--- config.mk ---
export PLATFORM = sky130hd
export DESIGN_NAME = pmips_mem_arbiter
export DESIGN_NICKNAME = d
export VERILOG_FILES = /design/src/rtl/pmips_mem_arbiter.sv
export SDC_FILE = /design/constraint.sdc
export NUM_CORES = 1
export LEC_CHECK = 0
export BUFFER_PORTS_ARGS = -buffer_cell sky130_fd_sc_hd__buf_2
export CAP_MARGIN = 5
export CORE_MARGIN = 2
export CORE_UTILIZATION = 44
export DETAILED_ROUTE_END_ITERATION = 16
export GPL_ROUTABILITY_DRIVEN = 0
export PLACE_DENSITY = 0.75
export SYNTH_ARGS = -nofsm -noshare
export SYNTH_HDL_FRONTEND = slang
export SYNTH_SLANG_ARGS = --single-unit
--- constraint.sdc ---
create_clock -name clock -period 2.1 [get_ports clock]
set_input_delay 0 -clock clock [delete_from_list [all_inputs] [get_ports clock]]
set_output_delay 0 -clock clock [all_outputs]
set_load 0.05 [all_outputs]
--- src/rtl/pmips_mem_arbiter.sv ---
// PMIPS fetch/data arbiter for one shared 17-bit single-ported memory.
// Optional one-entry fetch buffer: define PMIPS_ARB_FETCH_BUF_EN.
module pmips_mem_arbiter #(
  parameter int STARVE_MAX = 4,
  parameter int TIMEOUT    = 16
) (
  input  logic        clock,
  input  logic        reset,
  input  logic        if_req,
  input  logic [15:0] if_addr,
  output logic [16:0] if_rdata,
  output logic        if_ready,
  input  logic        dm_read,
  input  logic        dm_write,
  input  logic [15:0] dm_addr,
  input  logic [15:0] dm_wdata,
  output logic [15:0] dm_rdata,
  output logic        dm_ready,
  output logic        mem_req,
  output logic        mem_we,
  output logic [15:0] mem_addr,
  output logic [16:0] mem_wdata,
  input  logic [16:0] mem_rdata,
  input  logic        mem_ack,
  output logic        stall,
  output logic        err
);

  localparam int SW = $clog2(STARVE_MAX + 1);
  localparam int TW = $clog2(TIMEOUT + 1);

  typedef enum logic [1:0] {
    IDLE,
    BUSY_IF,
    BUSY_DM,
    RESP
  } state_e;

  state_e        state_q;
  logic [SW-1:0] starve_q;
  logic [TW-1:0] tmo_q;

  logic          mem_req_q;
  logic          mem_we_q;
  logic [15:0]   mem_addr_q;
  logic [16:0]   mem_wdata_q;
  logic [16:0]   if_rdata_q;
  logic [15:0]   dm_rdata_q;
  logic          if_ready_q;
  logic          dm_ready_q;
  logic          err_q;

  logic          dm_req;
  logic          dm_win;
  logic          starve_lim;
  logic          tmo_hit;
  logic          buf_hit;

  assign dm_req     = dm_read | dm_write;
  assign starve_lim = (starve_q >= SW'(STARVE_MAX));
  assign dm_win     = dm_req & (~starve_lim | ~if_req);
  assign tmo_hit    = (tmo_q == TW'(TIMEOUT - 1));

`ifdef PMIPS_ARB_FETCH_BUF_EN
  logic          buf_vld_q;
  logic [15:0]   buf_addr_q;
  logic [16:0]   buf_data_q;

  assign buf_hit = buf_vld_q & (buf_addr_q == if_addr);

  // Filled by every completed fetch; a store to the same word invalidates.
  always_ff @(posedge clock or negedge reset) begin
    if (!reset) begin
      buf_vld_q  <= 1'b0;
      buf_addr_q <= '0;
      buf_data_q <= '0;
    end else begin
      if (state_q == BUSY_IF && mem_ack) begin
        buf_vld_q  <= 1'b1;
        buf_addr_q <= mem_addr_q;
        buf_data_q <= mem_rdata;
      end else if (state_q == IDLE && dm_win && dm_write
                   && dm_addr == buf_addr_q) begin
        buf_vld_q  <= 1'b0;
      end
    end
  end
`else
  assign buf_hit = 1'b0;
`endif

  always_ff @(posedge clock or negedge reset) begin
    if (!reset) begin
      state_q     <= IDLE;
      starve_q    <= '0;
      tmo_q       <= '0;
      mem_req_q   <= 1'b0;
      mem_we_q    <= 1'b0;
      mem_addr_q  <= '0;
      mem_wdata_q <= '0;
      if_rdata_q  <= '0;
      dm_rdata_q  <= '0;
      if_ready_q  <= 1'b0;
      dm_ready_q  <= 1'b0;
      err_q       <= 1'b0;
    end else begin
      if (dm_read && dm_write) begin
        err_q <= 1'b1;
      end
      unique case (state_q)
        IDLE: begin
          if (dm_win) begin
            state_q     <= BUSY_DM;
            mem_req_q   <= 1'b1;
            mem_we_q    <= dm_write;
            mem_addr_q  <= dm_addr;
            mem_wdata_q <= {1'b0, dm_wdata};
            tmo_q       <= '0;
            if (if_req && !starve_lim) begin
              starve_q <= starve_q + SW'(1);
            end
          end else if (if_req) begin
            starve_q <= '0;
`ifdef PMIPS_ARB_FETCH_BUF_EN
            if (buf_hit) begin
              state_q    <= RESP;
              if_ready_q <= 1'b1;
              if_rdata_q <= buf_data_q;
            end else begin
`else
            begin
`endif
              state_q     <= BUSY_IF;
              mem_req_q   <= 1'b1;
              mem_we_q    <= 1'b0;
              mem_addr_q  <= if_addr;
              mem_wdata_q <= '0;
              tmo_q       <= '0;
            end
          end
        end
        BUSY_IF, BUSY_DM: begin
          // An ack on the last allowed cycle still completes normally.
          if (mem_ack) begin
            state_q   <= RESP;
            mem_req_q <= 1'b0;
            mem_we_q  <= 1'b0;
            if (state_q == BUSY_IF) begin
              if_rdata_q <= mem_rdata;
              if_ready_q <= 1'b1;
            end else begin
              dm_rdata_q <= mem_rdata[15:0];
              dm_ready_q <= 1'b1;
            end
          end else if (tmo_hit) begin
            state_q   <= RESP;
            mem_req_q <= 1'b0;
            mem_we_q  <= 1'b0;
            err_q     <= 1'b1;
            if (state_q == BUSY_IF) begin
              if_rdata_q <= '1;
              if_ready_q <= 1'b1;
            end else begin
              dm_rdata_q <= '1;
              dm_ready_q <= 1'b1;
            end
          end else begin
            tmo_q <= tmo_q + TW'(1);
          end
        end
        RESP: begin
          state_q    <= IDLE;
          if_ready_q <= 1'b0;
          dm_ready_q <= 1'b0;
        end
        default: begin
          state_q <= IDLE;
        end
      endcase
    end
  end

  assign mem_req   = mem_req_q;
  assign mem_we    = mem_we_q;
  assign mem_addr  = mem_addr_q;
  assign mem_wdata = mem_wdata_q;
  assign if_rdata  = if_rdata_q;
  assign if_ready  = if_ready_q;
  assign dm_rdata  = dm_rdata_q;
  assign dm_ready  = dm_ready_q;
  assign err       = err_q;

  assign stall = (if_req & ~if_ready) | (dm_req & ~dm_ready);

endmodule

==> impl_results.md, run 1 <==
- Nets: approximately 630
- Synthesized flop and latch total: 80
- Dpl hpwl: 6250 um
- Hold Crit Start: mem_rdata[14]
- Max-slew violations: 0
- R2R cell count: 7
- Reg-to-reg endpoint: tmo_q[2]
- Largest fanout on the critical path: 3
- Syn Nets: around 420
- CTS tree: done
- DRC violations left: 0
- Internal power: about 4.3 mW
- Slowest stage delay, CP: between 0.3 and 0.4 ns
- Largest family of logic cells by synthesized area: compound AO/OA/AOI/OAI gates
- Root Buffer Master: clkbuf_8
- TritonCTS Buffers: 9
- Cell count after synthesis: between 300 and 400
- Most frequent CP cell: ha_1
- Setup crit end: tmo_q[2]
- Combinational power share: 0.583
- Fmax: around 500 MHz
- EDFF count, synth: 0
- Slew headroom: 0.328
- Hold Fails Final Rpt: 0
- Adder-Cell Fraction of Synth Area: 0.0243
- Vias in the first global route: roughly 3.4k
- LEAKAGE: approximately 2.6 nW
- WS Path Type: reg -> reg
- Port-buffer cells: between 100 and 150
- Die Width: around 94 um
- Mux cell area share after synthesis: 0.0967
- HP Class: in -> reg
- Drt total wl: 10,000 um
- Largest net degree at the start of global routing: 52
- Fill count: ~580
- Clock Path Buffers: 2
- Cell count along the critical path: 7
- R2r startpoint: tmo_q[0]
- Clk slew on worst S/H paths: around 0.08 ns
- Simple-gate share of the synthesized area: 0.135
- Post-synthesis area per instance: between 10 and 15 sq um
- Routed Antenna Nets: 0
- Worst slew pin tran: just over 1 ns
- First-pass GRT wire length: around 16,000 um
- Outcome: finished clean
- Detailed Route Iter0 Violations: ~190
- PwrDens: 1690 nW/um^2
- Clock share of power: 0.122
- Synthesized area: between 3000 and 4000 sq um
- Vias per std cell: just over 5
- Clock H-tree levels: 3
- Min setup slack post-route: roughly 0.053 ns
- Aggregate global routing overflow: 0
- Area delta synth->final: 47.6%
- CP Data Arrival Time: 2.27 ns
- Largest area contributor in the netlist: dfrtp_1
- Initial core utilization: 0.461
- WHS: approximately 0.012 ns
- Post-layout min period: slightly above 2 ns
- Via count: approximately 3.3k
- Worst-path cell chain: ha_1 -> and3_1 -> ha_1 -> or3b_4 -> buf_4 -> o31ai_1 -> a21oi_2
- N_diodes: 0
- Synth unique cells: 38
- R2r setup slk: 0.05 ns
- Setup Skew: 0.00918 ns
- Worst Setup Start Kind: flip-flop
- Compound-gate portion of the synthesized area: 0.150
- Synth Area in XOR/XNOR: 0
- Boundary pin count: ~140
- Tot GR Track Use: 0.224
- CP startpoint: tmo_q[0]
- Worst Path Buf+Inv: 1
- Part of the Yosys area used for sequential elements: 0.556
- Total clock sinks: 80
- Maxcap violations: 0
- Net Sw Power: approximately 4.6 mW
- Final cycle utilization of the critical path: 0.975
- Routed WL per cell: about 15 um
- Antenna violations before repair: 0
- DIE HEIGHT: 94.4 um
- Pre-CTS setup slack: approximately 0.056 ns
- Critical path's top delay family: simple AND/OR/NAND/NOR gates
- Core ar.: roughly 7800 sq um
- Async S/R FF share, synth: 1.00
- CP Capture Type: flip-flop
- Drt pass-1 iters: 4
- Area contributors post-synth: dfrtp_1 (56%), o21ai_0 (8.3%), nand2_1 (6.6%)
- Sw frac: 0.519
- Count leader, synth: dfrtp_1
- Final Setup Violations: 0
- Yosys warnings: 0
- Commonest cells in the netlist: dfrtp_1 (80), nand2_1 (63), o21ai_0 (60), mux2i_1 (19)
- Full die area: slightly below 9000 sq um
- Ys flop type: dfrtp_1
- Clock latency on the worst-skew pair: ~0.35 ns
- # rows: 32
- Sequential share of power: 0.295
- Layout cells sized above 1: 0.353
- Worst vdd ir: between 1 and 1.5 mV
- Crit path max-delay cell type: dfrtp_1
- Critical Path RT: between 2 and 2.5 ns
- Yosys top cell area share: 0.556
sequential cells by signal, summed over array words and instances (netlist names), 2 cells and up, named ones only:
name / flops
dm_rdata: 16
if_rdata: 17
mem_addr: 16
mem_wdata: 16
starve_q: 3
state_q: 2
tmo_q: 5
logic make-up after synthesis:
family	count (synthesis)
AND/OR/NAND/NOR	101
adder cells (fa/ha/maj)	7
other	1
flip-flops	80
buffers and inverters	30
AO/OA/AOI/OAI	92
multiplexers	33
how the worst min path moves through the flow:
stage | to | depth (start not counted)
after global routing | dm_rdata[12] | 3
after detailed placement | mem_wdata[4] | 1
after floorplan | asynchronous set/reset pin | 0
after global placement | mem_wdata[4] | 1
final | dm_rdata[14] | 3
after CTS | dm_rdata[14] | 3
cells in the final DEF, fill, tap and decap left out, types with 2 or more instances in the layout:
cell,synthesis,routed
a21oi_1,6,5
a31oi_1,2,2
buf_12,0,3
buf_2,7,140
buf_4,3,13
clkbuf_8,0,9
clkinv_2,0,3
clkinvlp_4,0,2
dfrtp_1,80,80
dlygate4sd3_1,0,61
ha_1,7,7
inv_1,6,6
mux2_2,14,14
mux2i_1,19,19
nand2_1,63,63
nand2b_1,6,6
nand3_1,2,2
nor2_1,6,5
nor2b_1,12,12
nor3_1,3,3
o21ai_0,60,59
o21ai_1,1,2
o31ai_1,14,13
o41ai_1,2,2
final cells by class:
| type | instances | area [sq um] | area share |
|---|---|---|---|
| Inverter | 6 | 22.5 | 0.00424 |
| Sequential cell | 80 | 2000 | 0.377 |
| Clock inverter | 6 | 60.1 | 0.0113 |
| Multi-Input combinational cell | 234 | 1500 | 0.283 |
| Tap cell | 102 | 128 | 0.0240 |
| Clock buffer | 10 | 128 | 0.0240 |
| Timing Repair Buffer | 217 | 1470 | 0.277 |
routing by layer:
metal	track usage	share of wire	vias to the layer above
met2	0.383	0.48	137
met3	0.0495	0.077	23
met1	0.272	0.42	1554
met5	0	0	-
li1	-	-	1594
met4	0.0966	0.028	0
metrics by stage:
stage	area (sq um)	std cells	setup TNS, ns	power, mW	util
CTS	5280	654	0	8.91	0.677
global route	5310	655	-0.00188	9.47	0.680
floorplan	3600	344	0	6.34	-
detailed placement	4490	577	0	7.68	0.575
global placement	4490	577	0	7.55	0.575
finish	5310	655	0	8.95	0.680
tightest hold or removal path: cells and delay by family:
family / cells / cell delay, ns
buf+inv: 1 / 0.07
mux: 1 / 0.15
simple gates: 1 / 0.11
power groups by stage:
stage	clock [mW]	combinational, mW	sequential, mW
2_1_floorplan	0	1.55	4.79
3_3_place_gp	0	4.91	2.63
3_5_place_dp	0	5.03	2.65
4_1_cts	1.12	5.15	2.64
5_1_grt	1.17	5.57	2.73
6_report	1.09	5.21	2.64
timing repair:
item | CTS | global route
endpoints found under the hold margin | 107 | 0
hold buffers | 61 | 0
resized for setup | 0 | 5
buffers inserted | 0 | 1
setup endpoints to repair | 0 | 9
Power figures use the tool's default switching activity.
==> inputs of run 2 (changes only) <==
--- a/config.mk
+++ b/config.mk
@@ -12,6 +12,7 @@
 export DETAILED_ROUTE_END_ITERATION = 16
 export GPL_ROUTABILITY_DRIVEN = 0
 export PLACE_DENSITY = 0.75
+export REMOVE_ABC_BUFFERS = 1
 export SYNTH_ARGS = -nofsm -noshare
 export SYNTH_HDL_FRONTEND = slang
 export SYNTH_SLANG_ARGS = --single-unit
==> impl_results.md, run 2 (synthesis gave the netlist of run 1 again) <==
- Outcome: finished clean
- Vias in the first global route: 3,433 (+2.2%)
- Via count: 3,371 (+1.9%)
- First-pass GRT wire length: 16,100 um (+3.1%)
- WS Path Type: reg -> reg
- Worst Setup Start Kind: flip-flop
- CTS tree: done
- HP Class: in -> reg
- Largest net degree at the start of global routing: 51 (-1.9%)
- Post-layout min period: 2.00 ns (-0.0432 ns)
- Dpl hpwl: 6110 um (-2.2%)
- Drt total wl: 10,000 um (-0.11%)
- Area delta synth->final: 49.8%
- Tot GR Track Use: 0.234 (+0.0107)
- Total negative slack: 0 ns (unchanged)
- Sequential share of power: 0.290 (-0.005)
- Number of cells after detailed placement: 578 (+0.17%)
- Fmax: 499 MHz (+2.2%)
- Largest fanout on the critical path: 2 (-1)
- Post-CTS setup buffer count: 0 (unchanged)
- Vias per std cell: 5.12 (+1.3%)
- Maxcap violations: 0 (unchanged)
- Final Non-Filler Cells: 659 (+0.61%)
- Initial core utilization: 0.461 (unchanged)
- Total clock sinks: 80 (unchanged)
- Boundary pin count: 143 (unchanged)
- Port-buffer cells: 141 (unchanged)
- DRC violations left: 0 (unchanged)
- LEAKAGE: 2.63 nW (+1.3%)
- Routed WL per cell: 15.2 um (-0.72%)
- # rows: 32 (unchanged)
- Hold Fails Final Rpt: 0 (unchanged)
- Combinational power share: 0.565 (-0.018)
- DIE HEIGHT: 94.4 um (unchanged)
- Most frequent cells in the layout: buf_2 (140), dfrtp_1 (80), dlygate4sd3_1 (65)
- Detailed Route Iter0 Violations: 79 (-59%)
- Aggregate global routing overflow: 0 (unchanged)
- Layout cells sized above 1: 0.352 (-0.000737)
- Full die area: 8920 sq um (unchanged)
- TritonCTS Buffers: 9 (unchanged)
- Slew headroom: 0.498 (+0.170)
- Clock H-tree levels: 3 (unchanged)
- Worst vdd ir: 0.910 mV (-10%)
- Drt pass-1 iters: 4 (unchanged)
- Clk slew on worst S/H paths: 0.08 ns (about the same)
- Max reg flops: 17 (unchanged)
- Nets: 630 (+0.64%)
- Internal power: 4.53 mW (+5.3%)
- CP Data Arrival Time: 2.28 ns (about the same)
- Routed Antenna Nets: 0 (unchanged)
- Setup Skew: 0.00712 ns (-0.00207 ns)
- N_diodes: 0 (unchanged)
- Max-slew violations: 0 (unchanged)
- Final cycle utilization of the critical path: 0.954 (-0.0206)
- Most common cell after layout, fill and taps aside: buf_2
- Root Buffer Master: clkbuf_8
- CP Capture Type: flip-flop
- Net Sw Power: 4.63 mW (-0.23%)
- WHS: 0.0128 ns (+0.00106 ns)
- Worst slew pin tran: 0.754 ns (-0.254 ns)
- Clock latency on the worst-skew pair: 0.35 ns (about the same)
- Final Setup Violations: 0 (unchanged)
- Clock share of power: 0.145 (+0.023)
- Die Width: 94.4 um (unchanged)
- PwrDens: 1700 nW/um^2 (+0.90%)
- Clock Path Buffers: 2 (unchanged)
- Antenna violations before repair: 0 (unchanged)
- Critical Path RT: 2.38 ns (+0.06 ns)
- Core ar.: 7810 sq um (unchanged)
- Sw frac: 0.506 (-0.0135)
==> run 2: cell types whose count changed in the layout (fill, tap and decap cells not counted), sizes merged <==
cell         before  now
dlygate4sd3      61   65
clkinvlp          2    1
clkinv            3    2
bufinv            1    3
==> run 2: worst paths after layout <==
| kind | from | endpoint | slack, ns | cells past startpoint |
|---|---|---|---|---|
| min reg2reg | mem_wdata[0] | mem_wdata[0] | 0.48 | 2 |
| max in group asynchronous | reset | dm_ready | 1.22 | 3 |
| max | tmo_q[0] | tmo_q[2] | 0.1 | 6 |
| max reg2reg | tmo_q[0] | tmo_q[2] | 0.1 | 6 |
| min | mem_rdata[10] | if_rdata[10] | 0.01 | 3 |
| min in group asynchronous | reset | if_rdata[1] | 0.20 | 2 |
==> run 2: what timing repair did <==
action	4_1_cts	5_1_grt
resized for setup	0	6
endpoints found under the setup margin	0	13
endpoints found under the hold margin	103	0
hold buffers	65	0
==> run 2: worst max-delay path, stage by stage, from the launching register on <==
cell	delay [ns]
dfrtp_1	0.39
ha_1	0.21
and3_1	0.18
ha_1	0.18
or3b_1	0.37
or4_4	0.49
a21oi_2	0.12
==> run 2: routing by layer <==
| layer | wire [um] | part of all wire | GRT usage | up-vias |
|---|---|---|---|---|
| met4 | 167 | 0.017 | 0.0761 | 0 |
| li1 | - | - | - | 1603 |
| met1 | 4250 | 0.42 | 0.292 | 1585 |
| met2 | 4760 | 0.47 | 0.389 | 165 |
| met3 | 853 | 0.085 | 0.0750 | 18 |
| met5 | 0 | 0 | 0 | - |
==> run 2: layout make-up <==
type	count	area (sq um)
Clock buffer	10	128
Tap cell	102	128
Sequential cell	80	2000
Fill cell	570	2420
Timing Repair Buffer	221	1500
Inverter	6	22.5
Multi-Input combinational cell	234	1510
Clock inverter	6	108
==> run 2: power groups by stage <==
| stage | logic [mW] | registers, mW | clock network (mW) |
|---|---|---|---|
| floorplan | 1.48 | 4.79 | 0 |
| global placement | 4.86 | 2.64 | 0 |
| detailed placement | 4.97 | 2.66 | 0 |
| CTS | 5.09 | 2.64 | 1.36 |
| global route | 5.56 | 2.74 | 1.44 |
| finish | 5.18 | 2.66 | 1.33 |
==> run 2: metrics by stage <==
| step | cell area (sq um) | total power, mW | worst slack (ns) | utilization |
|---|---|---|---|---|
| floorplan | 3490 | 6.27 | -1.72 | - |
| global placement | 4480 | 7.49 | 0.127 | 0.574 |
| detailed placement | 4480 | 7.63 | 0.0766 | 0.574 |
| CTS | 5370 | 9.09 | 0.0734 | 0.687 |
| global route | 5390 | 9.74 | -0.0190 | 0.690 |
| finish | 5390 | 9.17 | 0.0960 | 0.690 |
